File: src/rtl/i2s_dac_tx_if.sv
// Sample bus and DAC pin bundle for the I2S transmitter.
// The mixer side drives samples (master); the transmitter drives the pins (slave).
interface i2s_dac_tx_if;
    logic [15:0] left_in;
    logic [15:0] right_in;
    logic        sample_we;
    logic        sample_tick;
    logic        mclk;
    logic        sclk;
    logic        lrclk;
    logic        sdin;

    modport master (
        output left_in, right_in, sample_we,
        input  sample_tick, mclk, sclk, lrclk, sdin
    );

    modport slave (
        input  left_in, right_in, sample_we,
        output sample_tick, mclk, sclk, lrclk, sdin
    );
endinterface

File: src/rtl/i2s_dac_tx.sv
// I2S serializer: one 9-bit frame counter derives MCLK/SCLK/LRCLK, and the
// double-buffered 16-bit stereo samples are shifted out MSB-first with a one-slot delay.
module i2s_dac_tx #(
    parameter bit UNSIGNED_IN = 1'b1
) (
    input logic        clk,
    input logic        rst,
    i2s_dac_tx_if.slave bus
);

    logic [8:0]  cnt_q;
    logic [15:0] hold_l_q, hold_r_q;
    logic [15:0] act_l_q, act_r_q;
    logic        mclk_q, sclk_q, lrclk_q, sdin_q, tick_q;

    logic        frame_end;
    logic [4:0]  slot;
    logic [3:0]  bit_idx;
    logic [15:0] cur_word;
    logic        sdin_d;
    logic [15:0] conv_l, conv_r;

    always_comb begin
        frame_end = (cnt_q == 9'd511);
        slot      = cnt_q[7:3];
        // Slot 1 carries bit 15, slot 16 carries bit 0
        bit_idx   = 4'(5'd16 - slot);
        cur_word  = cnt_q[8] ? act_r_q : act_l_q;
        sdin_d    = 1'b0;
        if (slot >= 5'd1 && slot <= 5'd16) begin
            sdin_d = cur_word[bit_idx];
        end
        conv_l = {bus.left_in[15] ^ UNSIGNED_IN, bus.left_in[14:0]};
        conv_r = {bus.right_in[15] ^ UNSIGNED_IN, bus.right_in[14:0]};
    end

    // Holding and active registers share an edge, so a write on the transfer
    // edge lands in the holding pair while the old value moves to active.
    always_ff @(posedge clk or posedge rst) begin
        if (rst) begin
            cnt_q    <= '0;
            hold_l_q <= '0;
            hold_r_q <= '0;
            act_l_q  <= '0;
            act_r_q  <= '0;
            mclk_q   <= 1'b0;
            sclk_q   <= 1'b0;
            lrclk_q  <= 1'b0;
            sdin_q   <= 1'b0;
            tick_q   <= 1'b0;
        end else begin
            cnt_q <= cnt_q + 9'd1;
            if (bus.sample_we) begin
                hold_l_q <= conv_l;
                hold_r_q <= conv_r;
            end
            if (frame_end) begin
                act_l_q <= hold_l_q;
                act_r_q <= hold_r_q;
            end
            mclk_q  <= cnt_q[0];
            sclk_q  <= cnt_q[2];
            lrclk_q <= cnt_q[8];
            sdin_q  <= sdin_d;
            tick_q  <= frame_end;
        end
    end

    assign bus.mclk        = mclk_q;
    assign bus.sclk        = sclk_q;
    assign bus.lrclk       = lrclk_q;
    assign bus.sdin        = sdin_q;
    assign bus.sample_tick = tick_q;

endmodule

File: src/flat_wrapper.sv
// flat-port wrapper written by rule: the top's interface ports become plain ports
module i2s_dac_tx_flat 
#(
    parameter bit UNSIGNED_IN = 1'b1
)
  (clk, rst, bus_left_in, bus_right_in, bus_sample_we, bus_sample_tick, bus_mclk, bus_sclk, bus_lrclk, bus_sdin);
  i2s_dac_tx_if bus_i ();
  input logic clk;
  input logic rst;
  input wire logic [$bits(bus_i.left_in)-1:0] bus_left_in;
  input wire logic [$bits(bus_i.right_in)-1:0] bus_right_in;
  input wire logic [$bits(bus_i.sample_we)-1:0] bus_sample_we;
  output wire logic [$bits(bus_i.sample_tick)-1:0] bus_sample_tick;
  output wire logic [$bits(bus_i.mclk)-1:0] bus_mclk;
  output wire logic [$bits(bus_i.sclk)-1:0] bus_sclk;
  output wire logic [$bits(bus_i.lrclk)-1:0] bus_lrclk;
  output wire logic [$bits(bus_i.sdin)-1:0] bus_sdin;
  assign bus_i.left_in = bus_left_in;
  assign bus_i.right_in = bus_right_in;
  assign bus_i.sample_we = bus_sample_we;
  assign bus_sample_tick = bus_i.sample_tick;
  assign bus_mclk = bus_i.mclk;
  assign bus_sclk = bus_i.sclk;
  assign bus_lrclk = bus_i.lrclk;
  assign bus_sdin = bus_i.sdin;
  i2s_dac_tx #(.UNSIGNED_IN(UNSIGNED_IN)) u_core (.clk(clk), .rst(rst), .bus(bus_i));
endmodule
File: config.mk
export PLATFORM = sky130hd
export DESIGN_NAME = i2s_dac_tx_flat
export DESIGN_NICKNAME = d
export VERILOG_FILES = /design/src/rtl/i2s_dac_tx_if.sv /design/src/rtl/i2s_dac_tx.sv /design/src/flat_wrapper.sv
export SDC_FILE = /design/constraint.sdc
export NUM_CORES = 1
export LEC_CHECK = 0
export CAP_MARGIN = 10
export CORE_ASPECT_RATIO = 0.75
export CORE_MARGIN = 4
export CORE_UTILIZATION = 55
export DETAILED_ROUTE_END_ITERATION = 8
export PLACE_DENSITY = 0.79
export RECOVER_POWER = 25
export SLEW_MARGIN = 20
export SYNTH_ARGS = -nofsm -noshare
export SYNTH_HDL_FRONTEND = slang
export SYNTH_SLANG_ARGS = --single-unit
File: constraint.sdc
create_clock -name clk -period 3.05 [get_ports clk]
set_input_delay 0.4575 -clock clk [delete_from_list [all_inputs] [get_ports clk]]
set_output_delay 0.4575 -clock clk [all_outputs]
set_load 0.1 [all_outputs]
Word level (Yosys, flattened, before mapping)

Cells that the tools add are included.

Add/subtract/negate cells: 2
Magnitude comparators: 3
Equality and inequality tests: 1
Mux-type cells: 4
Bitwise logic cells: 2
Reductions and logical operators: 1

Operators with widths:

| operator              | count |
|---|---|
| $mux W16              | 1 |
| $add A9 B1 Y9 const B | 1 |
| $eq A9 B9 Y1 const B  | 1 |
| $ge A5 B1 Y1 const B  | 1 |
| $le A5 B5 Y1 const B  | 1 |
| $lt A4 B5 Y1 const B  | 1 |
| $bmux W1 S4           | 1 |
| $sub A1 B4 Y4 const A | 1 |
| $mux W1               | 2 |
| $not A1 Y1            | 2 |
| $logic_and A1 B1 Y1   | 1 |

Register bits: 78
Input bits: 35
Output and inout bits: 5
Word-level logic and storage cells: 23

Logic depth before layout (Yosys ltp)

Depth in word-level cells: 4
Gate-level depth with buffers: 7
Gate-level depth less buffers: 6

Worst setup path before layout

No wires, ideal clock.

Path type: reg-to-reg
Start: register u_core.cnt_q[3]
End: register u_core.sdin_q (netlist: u_core.bus.sdin)
Library setup time: 121 ps
Arrival: 2110 ps
Required time: 2929 ps
Path slack: 818 ps
Stages on the path, launching flop included: 7
Buffers on the path: 1
Clock period less this slack: 2232 ps
Path through: dfrtp_1 > buf_2 > inv_1 > ha_1 > mux4_1 > mux4_2 > o2bb2ai_1

Longest elaborated chain between the ends: 4
Elaborated cells on any way between the ends: 7
Those cells by class: add/sub: 1; order compare: 2; mux: 3; reduce/logical: 1

Ends and longest elaborated chain:

| element                       | RTL line         | source |
|---|---|---|
| start, declared               | i2s_dac_tx.sv:11 | `logic [8:0] cnt_q;` |
| start signal, assigned        | i2s_dac_tx.sv:52 | `cnt_q <= cnt_q + 9'd1;` |
| $sub A1 B4 Y4                 | i2s_dac_tx.sv:27 | `bit_idx = 4'(5'd16 - slot);` |
| $bmux W1 S4                   | i2s_dac_tx.sv:31 | `sdin_d = cur_word[bit_idx];` |
| $mux W1 (not written as such) | i2s_dac_tx.sv:31 |  |
| $mux W1 *                     | i2s_dac_tx.sv:30 | `if (slot >= 5'd1 && slot <= 5'd16) begin` |
| net u_core.sdin_d             | i2s_dac_tx.sv:20 | `logic sdin_d;` |
| end signal, assigned          | i2s_dac_tx.sv:64 | `sdin_q <= sdin_d;` |
| end, declared                 | i2s_dac_tx.sv:14 | `logic mclk_q, sclk_q, lrclk_q, sdin_q, tick_q;` |

Mark *: on every way through the listed nets, which the timed path passes. The rest lies on a longest branch. The select of a mux whose other input is x is not followed.
A chain may end at the register's enable or synchronous reset.

Worst setup path after layout

Start: input port bus_sample_we
End: register u_core.hold_l_q[6]

RTL lines:

| element              | RTL line           | source |
|---|---|---|
| start, declared      | flat_wrapper.sv:12 | `input wire logic [$bits(bus_i.sample_we)-1:0] bus_sample_we;` |
| end signal, assigned | i2s_dac_tx.sv:54   | `hold_l_q <= conv_l;` |
| end, declared        | i2s_dac_tx.sv:12   | `logic [15:0] hold_l_q, hold_r_q;` |

No word-level cell between the ends.

==> flow_summary.yaml <==
run_status:
  outcome: "finished, violations left"
  violations: "capacitance limit, slew limit"
global_route:
  grt_usage_pct: 16.9
  grt_pass1_vias: 1866
  grt_max_degree: 43
  antenna_found_initial: 0
  grt_pass1_wl_um: 9170
  grt.overflow.total: 0
finish:
  fillers: 404
  drive_gt1_share_pct: 35.7
  final_cell_mix: "78 x dfrtp_1, 63 x mux2_2, 32 x clkdlybuf4s50_1, 9 x clkbuf_8, 8 x buf_4"
  diodes: 0
  area_delta_synth_final_pct: 20.2
  layout_commonest_cell: "dfrtp_1"
  final_nets: 285
timing:
  period_minus_slack_ns: 2.53
  finalWorstSetupSlack_ns: 0.524
  drv_slew: 75
  timing.slew.headroom_pct: -20.9
  fmax_mhz: 396
  hold_violations: 0
  hold_ws_ns: 0.463
  rsz0062_at_grt: "false"
  max_slew.worst_pin.slew_ns: 1.81
  finalCritPeriodShare_pct: 82.8
  setup_tns_ns: 0
  finClkSkew_ns: 0.00870
  setup_violations: 0
placed_design:
  gp_congestion: 0.806
  dp_hpwl_um: 3700
  place_ws_ns: 0.600
  port_buffers: 39
routing:
  avgRoutedWirePerCell_um: 16.3
  wl_met3_um: 254
  antenna_left: 0
  wl_met2_um: 2470
  vias: 1764
  top_layer: "met4"
  wirelength_um: 5270
  met1_length_um: 2470
  drc: 0
  drt_iter0_drc: 31
  drt_pass1_iterations: 4
  viasPerCell: 5.44
synth:
  ys_warn_count: 0
  synth_top_area_share_pct: 60.3
  synth_fp_nets: 241
  syn_area_per_cell_um2: 16.1
  synth_area_mm2: 0.00324
  synthTopCellsByArea: "dfrtp_1 60%, mux2_2 22%, mux4_1 5.7%"
  synth_top_cell_by_area: "dfrtp_1"
  ys_ff_latch: 78
  syn-instance-count: 201
  yosysUniqueCellTypes: 26
  seq_area_frac_synth_pct: 60.3
worst_setup_path:
  path_cells: "dlygate4sd3_1 -> clkbuf_1 -> mux2_2"
  worst_setup_path_end_kind: "flip-flop"
  cp-startpoint: "bus_sample_we"
  cp_max_fo: 32
  arrival_ns: 2.75
  slowest_delay_ns: 1.30
  rr_worst_depth: 5
  startpoint_type: "input pin"
  crit-reg2reg-capture: "u_core.bus.sdin"
  criticalPathCategory: "in -> reg"
  r2r_setup_slack_ns: 0.54
  critPathSlowestCell: "clkbuf_1"
  reg2reg_from: "u_core.cnt_q[3]"
  cp.required_ns: 3.28
hold_path:
  hold_path.class: "reg -> reg"
  min_to: "u_core.bus.mclk"
  hold_depth: 0
  min_from: "u_core.cnt_q[0]"
die:
  row_count: 23
  start_util_pct: 58.6
  core_mm2: 0.00553
  io_pins: 40
  dieArea_mm2: 0.00719
  die_w_um: 96.6
  die_y_um: 74.5
cts:
  cts_tree: "built"
  cts_setup_buffers: 0
  ctsHoldBuffers: 0
  root_buffer: "clkbuf_8"
  clock-sinks: 78
  ctsResizeCount: 0
  h-tree-depth: 3
  clock_latency_ns: 0.35
  clkTransAtPathRegs_ns: 0.07
  cts_buffers: 9
  clk_path_buf_depth: 2
run:
  cap_violations: 2
pwr:
  irDropWorstVdd_mv: 0.326
  power_density_mw_per_mm2: 501
  cellLeakagePower_nw: 1.83
registers in the layout, summed over array words and instances (netlist names):
signal	flops
u_core.hold_l_q	16
u_core.hold_r_q	16
u_core.cnt_q	9
u_core.bus.sample_tick	1
u_core.bus.sdin	1
u_core.bus.sclk	1
u_core.bus.lrclk	1
u_core.act_r_q	16
u_core.bus.mclk	1
u_core.act_l_q	16
cells in the mapped netlist (all sizes together):
cell type and number:
nor2b 2, xor2 2, xnor2 5, nor3 1
nor4b 1, nand3 2, mux2 63, mux2i 5
o21ai 1, o31ai 1, clkbuf 5, nand2 2
buf 6, inv 7, a2bb2oi 1, o2bb2ai 1
nand4 1, mux4 9, and3 1, ha 5
nor2 1, or3 1, dfrtp 78
layout make-up:
type | count | area [µm²] | area share (%)
Clock inverter | 6 | 63.8 | 1.64
Inverter | 7 | 26.3 | 0.675
Sequential cell | 78 | 1950 | 50.1
Multi-Input combinational cell | 105 | 1210 | 31.1
Timing Repair Buffer | 44 | 424 | 10.9
Tap cell | 75 | 93.8 | 2.41
Clock buffer | 9 | 124 | 3.18
worst max-delay path, delay by kind of cell:
family	cells	cell delay (ns)
buf+inv	2	1.82
mux	1	0.46
worst max path at each step:
stage,cells after the start,end
2_1_floorplan,1,u_core.act_l_q[0]
3_3_place_gp,5,u_core.bus.sdin
3_5_place_dp,5,u_core.bus.sdin
4_1_cts,5,u_core.bus.sdin
5_1_grt,5,u_core.bus.sdin
6_report,3,u_core.hold_l_q[6]
layer usage:
metal	vias up	global-route usage [%]
met1	911	22.0
li1	809	-
met3	6	6.37
met5	-	0
met2	38	25.9
met4	0	7.48
power by group:
group          switching, W  internal (W)
Combinational     0.0000436     0.0000794
Clock              0.000356      0.000371
Sequential        0.0000234       0.00108
logic make-up after synthesis:
| group | share of synthesized area [%] |
|---|---|
| flip-flops | 60.3 |
| multiplexers | 30.5 |
| buffers and inverters | 2.40 |
| AND/OR/NAND/NOR | 2.05 |
| XOR/XNOR | 1.89 |
| adder cells (fa/ha/maj) | 1.93 |
| AO/OA/AOI/OAI | 0.927 |
per-stage QoR:
stage	util [%]	total power (W)	std cells	instance area (µm²)
6_report	70.4	0.00195	324	3890
5_1_grt	70.4	0.00204	324	3890
4_1_cts	70.5	0.00198	324	3900
3_5_place_dp	67.1	0.00125	309	3710
3_3_place_gp	67.1	0.00124	309	3710
2_1_floorplan	-	0.00118	201	3240
(Power assumes the default switching activity.)
